### src/rtl/txn_pkg.sv
// txn_pkg: step codes, datapath FSM states and the rotate-left helper
package txn_pkg;
   localparam logic [2:0] STEP_AMT  = 3'b001;
   localparam logic [2:0] STEP_SIG  = 3'b010;
   localparam logic [2:0] STEP_MINE = 3'b011;
   localparam logic [2:0] STEP_FIN  = 3'b100;
   typedef enum logic [2:0] {S_IDLE, S_ARMED, S_AMT, S_SIG, S_MINE, S_FIN, S_DONE} state_t;
   // rotate the low w bits of x left by amt (amt < w <= 64)
   function automatic logic [63:0] rotl(input logic [63:0] x, input int unsigned amt, input int unsigned w);
      logic [63:0] m;
      m = (w >= 64) ? '1 : ((64'd1 << w) - 64'd1);
      return ((x << amt) | ((x & m) >> (w - amt))) & m;
   endfunction
endpackage

### src/rtl/txn_hash_core.sv
// txn_hash_core: combinational rotl/xor mixer shared by signature and mining steps
module txn_hash_core
   import txn_pkg::*;
#(
   parameter int KEY_W = 16
) (
   input  logic [KEY_W-1:0] x,
   input  logic [KEY_W-1:0] y,
   input  logic [1:0]       sh,
   output logic [KEY_W-1:0] h
);
   assign h = KEY_W'(rotl(64'(x), 32'(sh), KEY_W)) ^ y;
endmodule

### src/rtl/transaction_step_datapath.sv
// transaction_step_datapath: executes amount/signature/mining/settlement steps and pulses done_step.
// STEP_WATCHDOG_EN bounds mining to MINE_MAX_CYCLES candidates.
module transaction_step_datapath
   import txn_pkg::*;
#(
   parameter int VAL_W           = 16,
   parameter int KEY_W           = 16,
   parameter int NONCE_W         = 16,
   parameter int SIG_ROUNDS      = 4,
   parameter int DIFFICULTY      = 4,
   parameter int MINE_MAX_CYCLES = 1000
) (
   input  logic               clock,
   input  logic               reset,
   input  logic [2:0]         step,
   input  logic [2:0]         travel,
   input  logic [VAL_W-1:0]   amount,
   input  logic [VAL_W-1:0]   sender_balance,
   input  logic [VAL_W-1:0]   receiver_balance,
   input  logic [KEY_W-1:0]   sender_key,
   input  logic [KEY_W-1:0]   signature,
   output logic               done_step,
   output logic               busy,
   output logic               amount_ok,
   output logic               sig_ok,
   output logic               mined,
   output logic [NONCE_W-1:0] nonce,
   output logic [VAL_W-1:0]   new_sender_balance,
   output logic [VAL_W-1:0]   new_receiver_balance,
   output logic               tx_valid,
   output logic               tx_rejected
);
   localparam int RW = $clog2(SIG_ROUNDS + 1);
`ifdef STEP_WATCHDOG_EN
   localparam bit WD_EN = 1'b1;
`else
   localparam bit WD_EN = 1'b0;
`endif
   state_t state, state_nx;
   logic [2:0] op;
   logic [RW-1:0] rnd;
   logic [KEY_W-1:0] h, mix_x, mix_y, mix;
   logic [1:0] mix_sh;
   logic hit, wd, last_rnd, arm_ok;
   assign mix_x = (state == S_MINE) ? signature ^ KEY_W'(nonce) : h;
   assign mix_y = (state == S_MINE) ? KEY_W'(amount) : sender_key;
   assign mix_sh = (state == S_MINE) ? 2'd3 : 2'd1;
   txn_hash_core #(.KEY_W(KEY_W)) u_hash (.x(mix_x), .y(mix_y), .sh(mix_sh), .h(mix));
   // DIFFICULTY==0 shifts everything out, so every candidate hits
   assign hit = (mix >> (KEY_W - DIFFICULTY)) == '0;
   assign wd = WD_EN && (nonce == NONCE_W'(MINE_MAX_CYCLES - 1));
   assign last_rnd = rnd == RW'(SIG_ROUNDS - 1);
   assign arm_ok = (travel != 3'b000) && (step == STEP_AMT || step == STEP_SIG || step == STEP_MINE);
   assign done_step = state == S_DONE;
   assign busy = state != S_IDLE && state != S_DONE;
   always_comb begin
      state_nx = state;
      case (state)
         S_IDLE:  state_nx = arm_ok ? S_ARMED : (travel == 3'b000 && step == STEP_FIN) ? S_FIN : S_IDLE;
         S_ARMED: state_nx = (travel != 3'b000) ? S_ARMED : (op == STEP_AMT) ? S_AMT : (op == STEP_SIG) ? S_SIG : S_MINE;
         S_AMT:   state_nx = S_DONE;
         S_SIG:   state_nx = last_rnd ? S_DONE : S_SIG;
         S_MINE:  state_nx = (hit || wd) ? S_DONE : S_MINE;
         S_FIN:   state_nx = S_DONE;
         default: state_nx = S_IDLE;
      endcase
   end
   always_ff @(posedge clock or posedge reset) begin
      if (reset) begin
         state <= S_IDLE;
         op <= 3'b000;
         rnd <= '0;
         h <= '0;
         amount_ok <= 1'b0;
         sig_ok <= 1'b0;
         mined <= 1'b0;
         nonce <= '0;
         new_sender_balance <= '0;
         new_receiver_balance <= '0;
         tx_valid <= 1'b0;
         tx_rejected <= 1'b0;
      end else begin
         state <= state_nx;
         case (state)
            S_IDLE: if (arm_ok) begin
               op <= step;
               if (step == STEP_AMT) begin
                  amount_ok <= 1'b0;
                  sig_ok <= 1'b0;
                  mined <= 1'b0;
                  nonce <= '0;
                  tx_valid <= 1'b0;
                  tx_rejected <= 1'b0;
               end
            end
            S_ARMED: if (travel == 3'b000) begin
               h <= sender_key ^ KEY_W'(amount);
               rnd <= '0;
               if (op == STEP_MINE) nonce <= '0;
            end
            S_AMT: amount_ok <= sender_balance >= amount;
            S_SIG: begin
               h <= mix;
               rnd <= rnd + 1'b1;
               if (last_rnd) sig_ok <= mix == signature;
            end
            S_MINE: if (hit) mined <= 1'b1; else if (!wd) nonce <= nonce + 1'b1;
            S_FIN: begin
               tx_valid <= amount_ok & sig_ok & mined;
               tx_rejected <= ~(amount_ok & sig_ok & mined);
               new_sender_balance <= (amount_ok & sig_ok & mined) ? sender_balance - amount : sender_balance;
               new_receiver_balance <= (amount_ok & sig_ok & mined) ? receiver_balance + amount : receiver_balance;
            end
            default: ;
         endcase
      end
   end
endmodule
### config.mk
export PLATFORM = sky130hd
export DESIGN_NAME = transaction_step_datapath
export DESIGN_NICKNAME = d
export VERILOG_FILES = /design/src/rtl/txn_pkg.sv /design/src/rtl/txn_hash_core.sv /design/src/rtl/transaction_step_datapath.sv
export SDC_FILE = /design/constraint.sdc
export NUM_CORES = 1
export LEC_CHECK = 0
export ABC_CLOCK_PERIOD_IN_PS = 4000
export CORE_MARGIN = 1
export CORE_UTILIZATION = 34
export CTS_BUF_LIST = sky130_fd_sc_hd__clkbuf_4 sky130_fd_sc_hd__clkbuf_8 sky130_fd_sc_hd__clkbuf_16
export DETAILED_ROUTE_END_ITERATION = 10
export HOLD_SLACK_MARGIN = 0.15
export SETUP_SLACK_MARGIN = 0.15
export SYNTH_ARGS = -nofsm -noshare
export SYNTH_HDL_FRONTEND = slang
export SYNTH_HIERARCHICAL = 1
export SYNTH_SLANG_ARGS = --single-unit
### constraint.sdc
create_clock -name clock -period 4 [get_ports clock]
set_input_delay 0.4 -clock clock [delete_from_list [all_inputs] [get_ports clock]]
set_output_delay 0.4 -clock clock [all_outputs]
set_load 0.01 [all_outputs]
==> qor.yml <==
status: "finished, final reports clean"
syn-cell-area_um2: 6650
drtIter0Drc: 401
regToRegEndpoint: "nonce[8]$_DFFE_PP0P_"
synth_cell_type_count: 72
numCtsBuffers: 9
synth_compound_area_frac: 0.218
start_util: 0.351
die_area_um2: 20100
dp.cells: 1198
cp.buffers_inverters: 3
reg2reg_slack_ns: 0.41
postLayoutCellArea_um2: 8660
grt-ovfl-total: 0
diodes: 0
finClkSkew_ns: 0.00654
fin_tns_setup_ns: 0
dr.pass1.iters: 5
root_buffer: "clkbuf_16"
io_pins: 143
vias: 6265
synthSimpleGateAreaFrac: 0.186
path_delay_family: "simple AND/OR/NAND/NOR gates"
path_cells: "inv_2 > nand3b_1 > clkinv_1 > buf_4 > a21oi_1 > mux4_1 > xor2_1 > or4_1 > a221oi_1 > a211o_1 > nor3_2 > nand3_1 > xor2_1 > nor2_1"
die_h_um: 142
synth-xor-area-share: 0.123
switchingPower_mw: 2.38
routabilityCongestion: 0.901
grt_pass1_wl_um: 31500
final_hold_viol_count: 0
postCtsSetupBuffers: 0
internal_power_mw: 3.10
htree_levels: 3
cp_slowest_cell: "or4_1"
fin_crit_ns: 3.59
grt_max_degree: 45
ys_warn_count: 6
nets: 1074
synth_top_family_by_area: "compound AO/OA/AOI/OAI gates"
min_path_type: "primary input to async pin"
hold_ws_ns: 0.451
cts_buffer_depth: 2
p_total_mw: 5.48
finalMaxSlewViolations: 0
ir_worst_vdd_mv: 0.274
p_leak_nw: 3.67
syn_inst: 811
core-area_um2: 19000
rows: 50
io_buffer_count: 142
startpoint_type: "register"
antenna_found_initial: 0
rsz0062_at_grt: "no"
track_usage: 0.206
critical_path_class: "register to register"
postCtsResizedCells: 0
power_density_nw_per_um2: 633
finalSetupViolations: 0
wl_per_cell_um: 16.9
cts_tree: "built"
dpl-instance-area_um2: 8360
slew_headroom: 0.399
drv_cap: 0
post-place-ws_ns: 0.289
fmax_mhz: 279
path_common_cell: "xor2_1"
swShare: 0.434
grt_pass1_vias: 5804
end_kind: "register"
synthToLayoutAreaGrowth_pct: 30.4
setup_ws_ns: 0.414
avgSynthCellArea_um2: 8.20
drive_above_1_share: 0.0671
die_width_um: 142
avgViaCountPerCell: 5.16
combinationalPowerShare: 0.603
synthFlopType: "dfrtp_1"
hold_buffers: 0
muxShareOfSynthArea: 0.0627
cts.clk_slew.worst_paths_ns: 0.07
ant_nets: 0
critPathMaxStageDelay_ns: 0.63
required_ns: 4.23
synthAdderAreaFrac: 0.0719
wl_um: 20500
fin_cells: 1214
power_frac_clock: 0.158
dpl.hpwl_um: 16000
cts_sinks: 78
synth-seq-cells: 78
worstMarginPinSlew_ns: 0.902
synth_fp_nets: 936
postLayoutCoreUtil: 0.457
drc_errors: 0
p_seq_frac: 0.239
ys_seq_area_frac: 0.294
r2r-start: "state[0]$_DFF_PP0_"
clk-insertion-delay-late_ns: 0.35
arrival_ns: 3.82
post-route-period-util: 0.897
synth_edf_count: 0
path_max_fanout: 15
ys_async_sr_fraction: 1.00
reg2reg_depth: 14
-- synth_stat cells (all sizes together) (4+ instances only) --
master	count	share of area
nor2b	6	0.0056
nand3	13	0.0098
nor4	5	0.0047
nor3	11	0.011
clkbuf	29	0.018
and3	12	0.011
and2	5	0.0047
a31oi	8	0.0075
nand2b	6	0.0056
xor2	36	0.047
o211ai	5	0.0056
nor2	83	0.047
o21a	5	0.0056
dfrtp	78	0.29
o21bai	4	0.0045
o21ai	82	0.062
or2	5	0.0047
ha	35	0.066
or3	4	0.0038
nand4	6	0.0056
a22oi	8	0.0090
mux4	8	0.029
a21oi	85	0.064
xnor2	57	0.075
mux2	6	0.011
o31ai	4	0.0045
nand2	94	0.053
a21o	10	0.011
inv	28	0.016
a211oi	6	0.0068
buf	6	0.010
mux2i	15	0.023
-- how the worst max path moves through the flow --
stage,cells past startpoint,to,startpoint,slack (ns)
detailed placement,11,nonce[7]$_DFFE_PP0P_,signature[12],0.29
global placement,12,nonce[8]$_DFFE_PP0P_,signature[12],0.38
finish,14,nonce[8]$_DFFE_PP0P_,state[0]$_DFF_PP0_,0.41
floorplan,15,nonce[9]$_DFFE_PP0P_,state[2]$_DFF_PP0_,0.19
CTS,13,nonce[7]$_DFFE_PP0P_,state[0]$_DFF_PP0_,0.41
global route,15,nonce[9]$_DFFE_PP0P_,state[0]$_DFF_PP0_,0.15
-- worst register-to-register path: cells and delay by family, from the launching register on --
kind                      cells  cell delay (ns)
and+or+nand+nor               5             1.01
AOI/OAI and AO/OA             3             0.74
muxes                         1             0.55
buffers and inverters         3             0.41
DFF                           1             0.39
xor gates and xnor gates      2             0.36
-- registers in the layout, indices dropped and copies added (netlist names) --
register,flops
op,3
new_sender_balance,16
tx_valid,1
rnd,3
h,16
sig_ok,1
nonce,16
state,3
new_receiver_balance,16
mined,1
tx_rejected,1
amount_ok,1
-- cell usage in the layout, fill, tap and decap left out, types with 9 or more instances in the layout --
| cell type | synthesis | final |
|---|---|---|
| clkbuf_16 | 0 | 9 |
| nor2_1 | 83 | 82 |
| xnor2_1 | 57 | 57 |
| xor2_1 | 36 | 36 |
| a21oi_1 | 85 | 85 |
| inv_1 | 27 | 26 |
| mux2i_1 | 14 | 14 |
| o21ai_0 | 81 | 81 |
| ha_1 | 35 | 35 |
| clkdlybuf4s50_1 | 0 | 142 |
| and3_1 | 12 | 12 |
| buf_4 | 0 | 20 |
| a21o_1 | 10 | 10 |
| nand2_1 | 94 | 94 |
| nand3_1 | 13 | 13 |
| dfrtp_1 | 78 | 78 |
-- logic make-up after synthesis --
group,after synthesis
flops,78
mux,29
xor+xnor,93
compound gates,244
fa+ha+maj,37
other cells,1
buf+inv,64
simple gates,265
-- metal layers --
| layer | track usage | share of wire | vias to the layer above | routed length, um |
|---|---|---|---|---|
| li1 | - | - | 3168 | - |
| met1 | 0.283 | 0.48 | 2895 | 9750 |
| met2 | 0.327 | 0.45 | 185 | 9290 |
| met3 | 0.0462 | 0.056 | 17 | 1150 |
| met4 | 0.0475 | 0.013 | 0 | 276 |
| met5 | 0 | 0 | - | 0 |
-- cell type report --
cell class | count | area [um2]
Fill cell | 1888 | 10300
Multi-Input combinational cell | 669 | 4400
Sequential cell | 78 | 1950
Timing Repair Buffer | 162 | 1570
Tap cell | 260 | 325
Clock buffer | 10 | 233
Inverter | 29 | 110
Clock inverter | 6 | 68.8
-- power groups by stage --
stage               sequential (mW)  clock, mW  combinational (mW)
floorplan                      1.35          0                2.12
global placement               1.32          0                3.25
detailed placement             1.32          0                3.27
CTS                            1.31      0.888                3.29
global route                   1.34      0.922                3.63
finish                         1.31      0.865                3.31
Note: power is estimated with default switching activity, not from simulation.
